`config.mk`:
```
export PLATFORM = sky130hd
export DESIGN_NAME = mrelbp_ci_core
export DESIGN_NICKNAME = d
export VERILOG_FILES = /design/src/rtl/mrelbp_pkg.sv /design/src/rtl/ci_adder_tree.sv /design/src/rtl/mrelbp_ci_core.sv
export SDC_FILE = /design/constraint.sdc
export NUM_CORES = 1
export LEC_CHECK = 0
export CORE_ASPECT_RATIO = 0.8
export CORE_MARGIN = 2
export CORE_UTILIZATION = 50
export CTS_BUF_LIST = sky130_fd_sc_hd__clkbuf_16
export DETAILED_ROUTE_END_ITERATION = 7
export PLACE_DENSITY = 0.77
export SYNTH_ARGS = -nofsm -noshare
export SYNTH_HDL_FRONTEND = slang
export SYNTH_SLANG_ARGS = --single-unit
export TNS_END_PERCENT = 30
```
`constraint.sdc`:
```
create_clock -name clk -period 8.1 [get_ports clk]
set_input_delay 1.62 -clock clk [delete_from_list [all_inputs] [get_ports clk]]
set_output_delay 1.62 -clock clk [all_outputs]
set_load 0.1 [all_outputs]
```
`src/rtl/mrelbp_pkg.sv`:
```
// mrelbp_pkg: shared clog2 helper, default CI widths and mode encodings
package mrelbp_pkg;
  function automatic int clog2(input int v);
    int r;
    r = 0;
    for (int i = 0; i < 31; i++) if ((1 << i) < v) r = i + 1;
    return r;
  endfunction
  localparam int CI_DW = 8;
  localparam int CI_NS = 9;
  localparam int CI_COLS = 11;
  localparam int CI_ROWS = 11;
  localparam int CI_PIX = CI_COLS * CI_ROWS;
  localparam int CI_SW = CI_DW + clog2(CI_NS);
  localparam int CI_GW = CI_DW + clog2(CI_PIX);
  localparam logic CI_MODE_LOCAL = 1'b0;
  localparam logic CI_MODE_GLOBAL = 1'b1;
endpackage

```
`src/rtl/ci_adder_tree.sv`:
```
// ci_adder_tree: combinational sum of NS DW-bit samples (samples_i) into SW-bit sum_o
module ci_adder_tree #(
  parameter int DW = 8,
  parameter int NS = 9,
  parameter int SW = 12
) (
  input  logic [NS*DW-1:0] samples_i,
  output logic [SW-1:0]    sum_o
);
  always_comb begin
    sum_o = '0;
    for (int k = 0; k < NS; k++) sum_o = sum_o + SW'(samples_i[k*DW +: DW]);
  end
endmodule

```
`src/rtl/mrelbp_ci_core.sv`:
```
// mrelbp_ci_core: 2-cycle CI bit generator (local window mean or previous-frame global mean); in valid_i/samples_i/center_i/mode_i, out ci_o/valid_o/frame_done_o/gvalid_o
module mrelbp_ci_core
  import mrelbp_pkg::*;
#(
  parameter int DW = CI_DW,
  parameter int NS = CI_NS,
  parameter int COLS = CI_COLS,
  parameter int ROWS = CI_ROWS
) (
  input  logic             clk,
  input  logic             rst,
  input  logic             valid_i,
  input  logic [NS*DW-1:0] samples_i,
  input  logic [DW-1:0]    center_i,
  input  logic             mode_i,
  output logic             ci_o,
  output logic             valid_o,
  output logic             frame_done_o,
  output logic             gvalid_o
);
  localparam int PIX = COLS * ROWS;
  localparam int SW = DW + clog2(NS);
  localparam int GW = DW + clog2(PIX);
  localparam int OW = SW > GW ? SW : GW;
  localparam int CW = PIX > 1 ? clog2(PIX) : 1;
  logic [SW-1:0] w_sum;
  logic          w_first, w_last, w_glob;
  logic [OW-1:0] w_lhs, w_rhs;
  logic [CW-1:0] r_cnt;
  logic          r_mode, r_gvalid;
  logic [GW-1:0] r_acc, r_gsum;
  logic          r1_valid, r1_last, r1_glob, r1_gvalid;
  logic [OW-1:0] r1_lhs, r1_rhs;
  logic          r_ci, r_valid, r_fd;
  ci_adder_tree #(.DW(DW), .NS(NS), .SW(SW)) u_sum (
    .samples_i(samples_i),
    .sum_o    (w_sum)
  );
  always_comb begin
    w_first = r_cnt == '0;
    w_last  = r_cnt == CW'(PIX - 1);
    w_glob  = (w_first ? mode_i : r_mode) == CI_MODE_GLOBAL;
    w_lhs   = w_glob ? OW'(GW'(center_i) * GW'(PIX)) : OW'(SW'(center_i) * SW'(NS));
    w_rhs   = w_glob ? OW'(r_gsum) : OW'(w_sum);
  end
  // r_gsum is snapshotted into stage 1, so the last pixel of a frame still sees the old total
  always_ff @(posedge clk) begin
    if (rst) begin
      r_cnt     <= '0;
      r_mode    <= CI_MODE_LOCAL;
      r_gvalid  <= 1'b0;
      r_acc     <= '0;
      r_gsum    <= '0;
      r1_valid  <= 1'b0;
      r1_last   <= 1'b0;
      r1_glob   <= 1'b0;
      r1_gvalid <= 1'b0;
      r1_lhs    <= '0;
      r1_rhs    <= '0;
      r_ci      <= 1'b0;
      r_valid   <= 1'b0;
      r_fd      <= 1'b0;
    end else begin
      r1_valid  <= valid_i;
      r1_last   <= valid_i && w_last;
      r1_glob   <= w_glob;
      r1_gvalid <= r_gvalid;
      r1_lhs    <= w_lhs;
      r1_rhs    <= w_rhs;
      r_valid   <= r1_valid;
      r_fd      <= r1_last;
      r_ci      <= r1_valid && !(r1_glob && !r1_gvalid) && r1_lhs >= r1_rhs;
      if (valid_i) begin
        r_cnt <= w_last ? '0 : r_cnt + CW'(1);
        r_acc <= w_last ? '0 : r_acc + GW'(center_i);
        if (w_first) r_mode <= mode_i;
        if (w_last) begin
          r_gsum   <= r_acc + GW'(center_i);
          r_gvalid <= 1'b1;
        end
      end
    end
  end
  assign ci_o         = r_ci;
  assign valid_o      = r_valid;
  assign frame_done_o = r_fd;
  assign gvalid_o     = r_gvalid;
endmodule

```
# --- Word-level counts from Yosys, hierarchy flattened ---
# Cells that the tools add are included.
word_totals:
  regBits: 76
  input_bits: 84
  elab_cells: 45
op_classes:
  addsub: 10
  eq_ne: 1
  n_mux: 5
  n_bitwise: 1
  multipliers: 2
  magnitude_cmp: 1
  n_reduce_logical: 9
op_table:
  columns: ["cell", "count"]
  rows:
  - ["12-bit by 8-bit adder with 12-bit output", 7]
  - ["12-bit 2-to-1 mux", 2]
  - ["15-bit by 8-bit adder with 15-bit output", 1]
  - ["15-bit greater-or-equal comparator", 1]
  - ["8-bit by 7-bit multiplier with 15-bit output, second input constant", 1]
  - ["15-bit 2-to-1 mux", 1]
  - ["8-bit by 4-bit multiplier with 12-bit output, second input constant", 1]
  - ["8-bit by 8-bit adder with 9-bit output", 1]
  - ["7-bit by 1-bit adder with 7-bit output, second input constant", 1]
  - ["7-bit equality test, second input constant", 1]
  - ["7-bit zero test", 1]
  - ["7-bit 2-to-1 mux", 1]
  - ["1-bit logical AND", 4]
  - ["1-bit zero test", 2]
  - ["2-bit AND reduction", 1]
  - ["2-bit OR reduction", 1]
  - ["1-bit 2-to-1 mux", 1]
  - ["1-bit NOT", 1]

# --- Depth between registers and ports, before layout ---
logic_depth:
  word_depth: 9
  mapped_depth: 22
  ltp_nobuf: 22

# --- By module ---
# Synthesis repeated with hierarchy kept, for this count alone.
unflattened:
  hier_cells: 755
  hier_area_um2: 6727.7
modules_own_cells:
  columns: ["mod", "seq_area_each_um2", "instances", "area_each_um2", "cells_each"]
  rows:
  - ["mrelbp_ci_core", 1521.5, 1, 4793.3, 536]
  - ["ci_adder_tree", 0.0, 1, 1934.4, 219]

# --- Worst setup path after synthesis ---
# No wires, ideal clock.
synth_timing:
  kind: "input to register"
  from: "in samples_i[0]"
  to: "reg r1_rhs[9]"
  arrival_time_ps: 6159
  setup_slack_ps: 1870
  path_buffers: 0
  required_time_ps: 8030
  stages: 22
  cell_sequence: "ha_1 inv_1 fa_1 nor2b_1 o21ai_0 a21boi_0 o21a_1 nor2_1 xnor2_1 fa_1 inv_1 fa_1 fa_1 fa_1 inv_1 ha_1 o21a_1 o21a_1 o22ai_1 xnor2_1 nand2_1 a21oi_1"
synth_via:
  elab_chain_len: 9
synth_rtl:
  columns: ["element", "line_no", "rtl"]
  rows:
  - ["start, declared", "mrelbp_ci_core.sv:13", "input logic [NS*DW-1:0] samples_i,"]
  - ["8-bit by 8-bit adder with 9-bit output", "ci_adder_tree.sv:12", "for (int k = 0; k < NS; k++) sum_o = sum_o + SW'(samples_i[k*DW +: DW]);"]
  - ["12-bit by 8-bit adder with 12-bit output (7 in a row)", "ci_adder_tree.sv:12", null]
  - ["12-bit 2-to-1 mux", "mrelbp_ci_core.sv:44", "w_rhs = w_glob ? OW'(r_gsum) : OW'(w_sum);"]
  - ["end signal, assigned", "mrelbp_ci_core.sv:69", "r1_rhs <= w_rhs;"]
  - ["end, declared", "mrelbp_ci_core.sv:33", "logic [OW-1:0] r1_lhs, r1_rhs;"]
# No other way between the ends.
# A chain may end at the register's enable or synchronous reset.

# --- Final worst setup path ---
# Same ends and word-level chain as after synthesis.

==> results.tsv <==
stage	metric	value	unit
run_status	status	finished clean	
power_and_ir_drop	p_sw_frac	0.409	
placed_design	place_congestion	0.833	
detailed_routing	drt-vias-per-instance	5.16	
hold_path	hold_path_depth	1	
hold_path	worstHoldStart	r1_last	
detailed_routing	drt-pass1-iter-count	4	
floorplan	core_area	0.0129	mm2
sta	fin_skew	0.00744	ns
setup_path	crit_path_max_fanout	4	
cts	tritoncts	yes	
power_and_ir_drop	pwr-share-seq	0.198	
cts	cts_buffers	9	
floorplan	start_util	0.514	
setup_path	worstReg2RegEnd	r_gsum[2]	
cts	root_buffer	clkbuf_16	
cts	clk_path_buf_depth	2	
logic_synthesis	yosys_most_used_dff	dfxtp_1	
setup_path	endpoint_kind	flip-flop	
sta	slew_headroom	0.354	
cts	clock-sinks	76	
run	cap_violations	0	
logic_synthesis	synthTopCellsByArea	dfxtp_1, fa_1, ha_1	
sta	layout_setup_ws	1.39	ns
final_layout	final_cell_mix	inv_1, ha_1, clkdlybuf4s50_1	
final_layout	drive_above_1_share	0.0280	
setup_path	crit_type	in2reg	
power_and_ir_drop	internal_power	1.29	mW
global_route	grt-ovfl-total	0	
logic_synthesis	ys_warn_count	0	
logic_synthesis	netlist_area	0.00664	mm2
global_route	antenna_found_initial	0	
floorplan	pin_count	88	
floorplan	placementRows	37	
logic_synthesis	seq_area_frac_synth	0.229	
sta	finalSetupTns	0	ns
sta	rsz0062_at_grt	false	
placed_design	post-place-ws	1.02	ns
final_layout	final_common_cell	inv_1	
cts	ctsResizeCount	0	
power_and_ir_drop	ir_drop	0.000209	V
logic_synthesis	synth-seq-cells	76	
global_route	grt_pass1_vias	5258	
setup_path	crit-reg2reg-launch	r_cnt[0]	
setup_path	critPathMaxStageDelay	0.55	ns
hold_path	hold_end	frame_done_o	
cts	path_clk_slew	0.06	ns
detailed_routing	drc	0	
final_layout	antenna_cells	0	
power_and_ir_drop	p_comb_frac	0.612	
final_layout	final_util	0.617	
logic_synthesis	synth-edff-count	0	
sta	min_period_over_period	0.829	
sta	hold_viol	0	
setup_path	crit_slowest_cell	fa_1	
global_route	grt_max_degree	60	
setup_path	cpMostUsedCell	fa_1	
setup_path	path_cells	clkdlybuf4s50_1 > ha_1 > inv_1 > fa_1 > nor2b_1 > o21ai_0 > a21boi_0 > o21a_1 > nor2_1 > xnor2_1 > fa_1 > inv_1 > fa_1 > fa_1 > fa_1 > inv_1 > ha_1 > o21a_1 > o21a_1 > o22ai_1 > xnor2_1 > nand2_1 > a21oi_1	
floorplan	die_x	133	um
setup_path	startpoint_type	primary input	
setup_path	startpoint	samples_i[0]	
final_layout	nets	1058	
cts	h-tree-depth	3	
setup_path	worst_r2r_path_depth	7	
logic_synthesis	avgSynthCellArea	8.99	um2
floorplan	die_y	107	um
placed_design	dpl.cell_count	983	
global_route	grt_pass1_wl	24700	um
final_layout	area_growth	19.9	%
final_layout	final_cell_area	0.00796	mm2
detailed_routing	vias	5145	
detailed_routing	drt_iter0_drc	365	
logic_synthesis	synth_cell_types	52	
logic_synthesis	syn-num-nets	978	
cts	clkLatencyLatePin	0.34	ns
sta	setup_viol	0	
sta	slew_viol_final	0	
sta	fmaxAchievable	149	MHz
cts	cts_hold_buf	0	
floorplan	dieArea	0.0142	mm2
logic_synthesis	synthArstFlopShare	0	
sta	tightest_slew	0.966	ns
hold_path	hold_path_class	reg2reg	
global_route	track_usage	0.216	
placed_design	hpwl	11300	um
detailed_routing	wl	14100	um
detailed_routing	ant_nets	0	
placed_design	placement.io_buffers	87	
detailed_routing	wl_per_cell	14.1	um
power_and_ir_drop	p_per_area	275	mW/mm2
setup_path	arrival	6.97	ns
power_and_ir_drop	power_frac_clock	0.190	
cts	postCtsSetupBuffers	0	
logic_synthesis	syn_inst	739	
power_and_ir_drop	power_switching	0.894	mW
logic_synthesis	synth_largest_area_cell	dfxtp_1	
setup_path	reg2reg_setup_slack	5.80	ns
setup_path	required	8.36	ns
logic_synthesis	netlist.area_leader.share	0.229	
placed_design	placed_area	0.00766	mm2
final_layout	finalNonFillerCells	997	
sta	min_period	6.71	ns
power_and_ir_drop	leakage	3.61	nW
==> power by group through the flow <==
stage	clock, mW	sequential, mW	combinational, mW
final	0.416	0.433	1.34
after global routing	0.437	0.436	1.56
after CTS	0.423	0.433	1.35
after detailed placement	0	0.441	1.34
after global placement	0	0.440	1.31
after floorplan	0	0.441	1.04
==> final cells by class <==
class,instances,area [um2]
sequential,76,1520
clock inverter,5,80.1
clock buffer,9,225
multi-input combinational,529,4610
inverter,114,428
timing repair buffer,89,881
tap,175,219
fill,1130,4950
==> state kept, by name, summed over array words and instances, names as in the netlist, 7 cells and up <==
signal / flops
r1_lhs: 15
r1_rhs: 15
r_acc: 15
r_gsum: 15
r_cnt: 7
==> critical path: cells and delay by family <==
family,cells,cell delay [ns]
AO/OA/AOI/OAI,7,1.30
XOR/XNOR,2,0.27
buffers and inverters,4,0.61
AND/OR/NAND/NOR,3,0.25
adder cells (fa/ha/maj),7,2.95
==> how the worst max path moves through the flow <==
stage,end,slack [ns],depth (start not counted)
finish,r1_rhs[9],1.39,23
global route,r1_rhs[9],0.98,23
CTS,r1_rhs[9],1.36,23
detailed placement,r1_rhs[9],1.02,23
global placement,r1_rhs[9],1.09,23
floorplan,r1_rhs[9],1.87,22
==> cell families (layout without fill, tap and decap cells) <==
| group | after synthesis | count (layout) | share of synthesized area |
|---|---|---|---|
| buf+inv | 134 | 217 | 0.0772 |
| mux | 5 | 5 | 0.00885 |
| fa+ha+maj | 155 | 155 | 0.365 |
| xor+xnor | 37 | 37 | 0.0488 |
| simple gates | 186 | 186 | 0.134 |
| flops | 76 | 76 | 0.229 |
| compound gates | 146 | 146 | 0.137 |
==> per-layer routing <==
metal,global-route usage,vias to the layer above,routed length (um)
met5,0,-,0
met2,0.340,103,6160
met1,0.309,2403,7160
met3,0.0411,14,622
li1,-,2625,-
met4,0.0453,0,154
==> metrics by stage <==
step	hold slack [ns]	total power, mW
global placement	0.431	1.75
floorplan	0.414	1.48
CTS	0.444	2.20
global route	0.461	2.44
detailed placement	0.430	1.78
finish	0.440	2.19
==> Yosys cell counts (7+ instances only) <==
| library cell | number |
|---|---|
| buf_2 | 8 |
| a21o_1 | 11 |
| a211oi_1 | 8 |
| xnor2_1 | 24 |
| clkbuf_1 | 10 |
| inv_1 | 113 |
| nand4_1 | 7 |
| o21ai_0 | 37 |
| xor2_1 | 13 |
| dfxtp_1 | 76 |
| nor2_1 | 49 |
| and3_1 | 7 |
| nor2b_1 | 17 |
| ha_1 | 90 |
| nor3_1 | 11 |
| nand2_1 | 62 |
| fa_1 | 65 |
| a21oi_1 | 47 |
| nand3_1 | 7 |
Note: power is estimated with default switching activity, not from simulation.
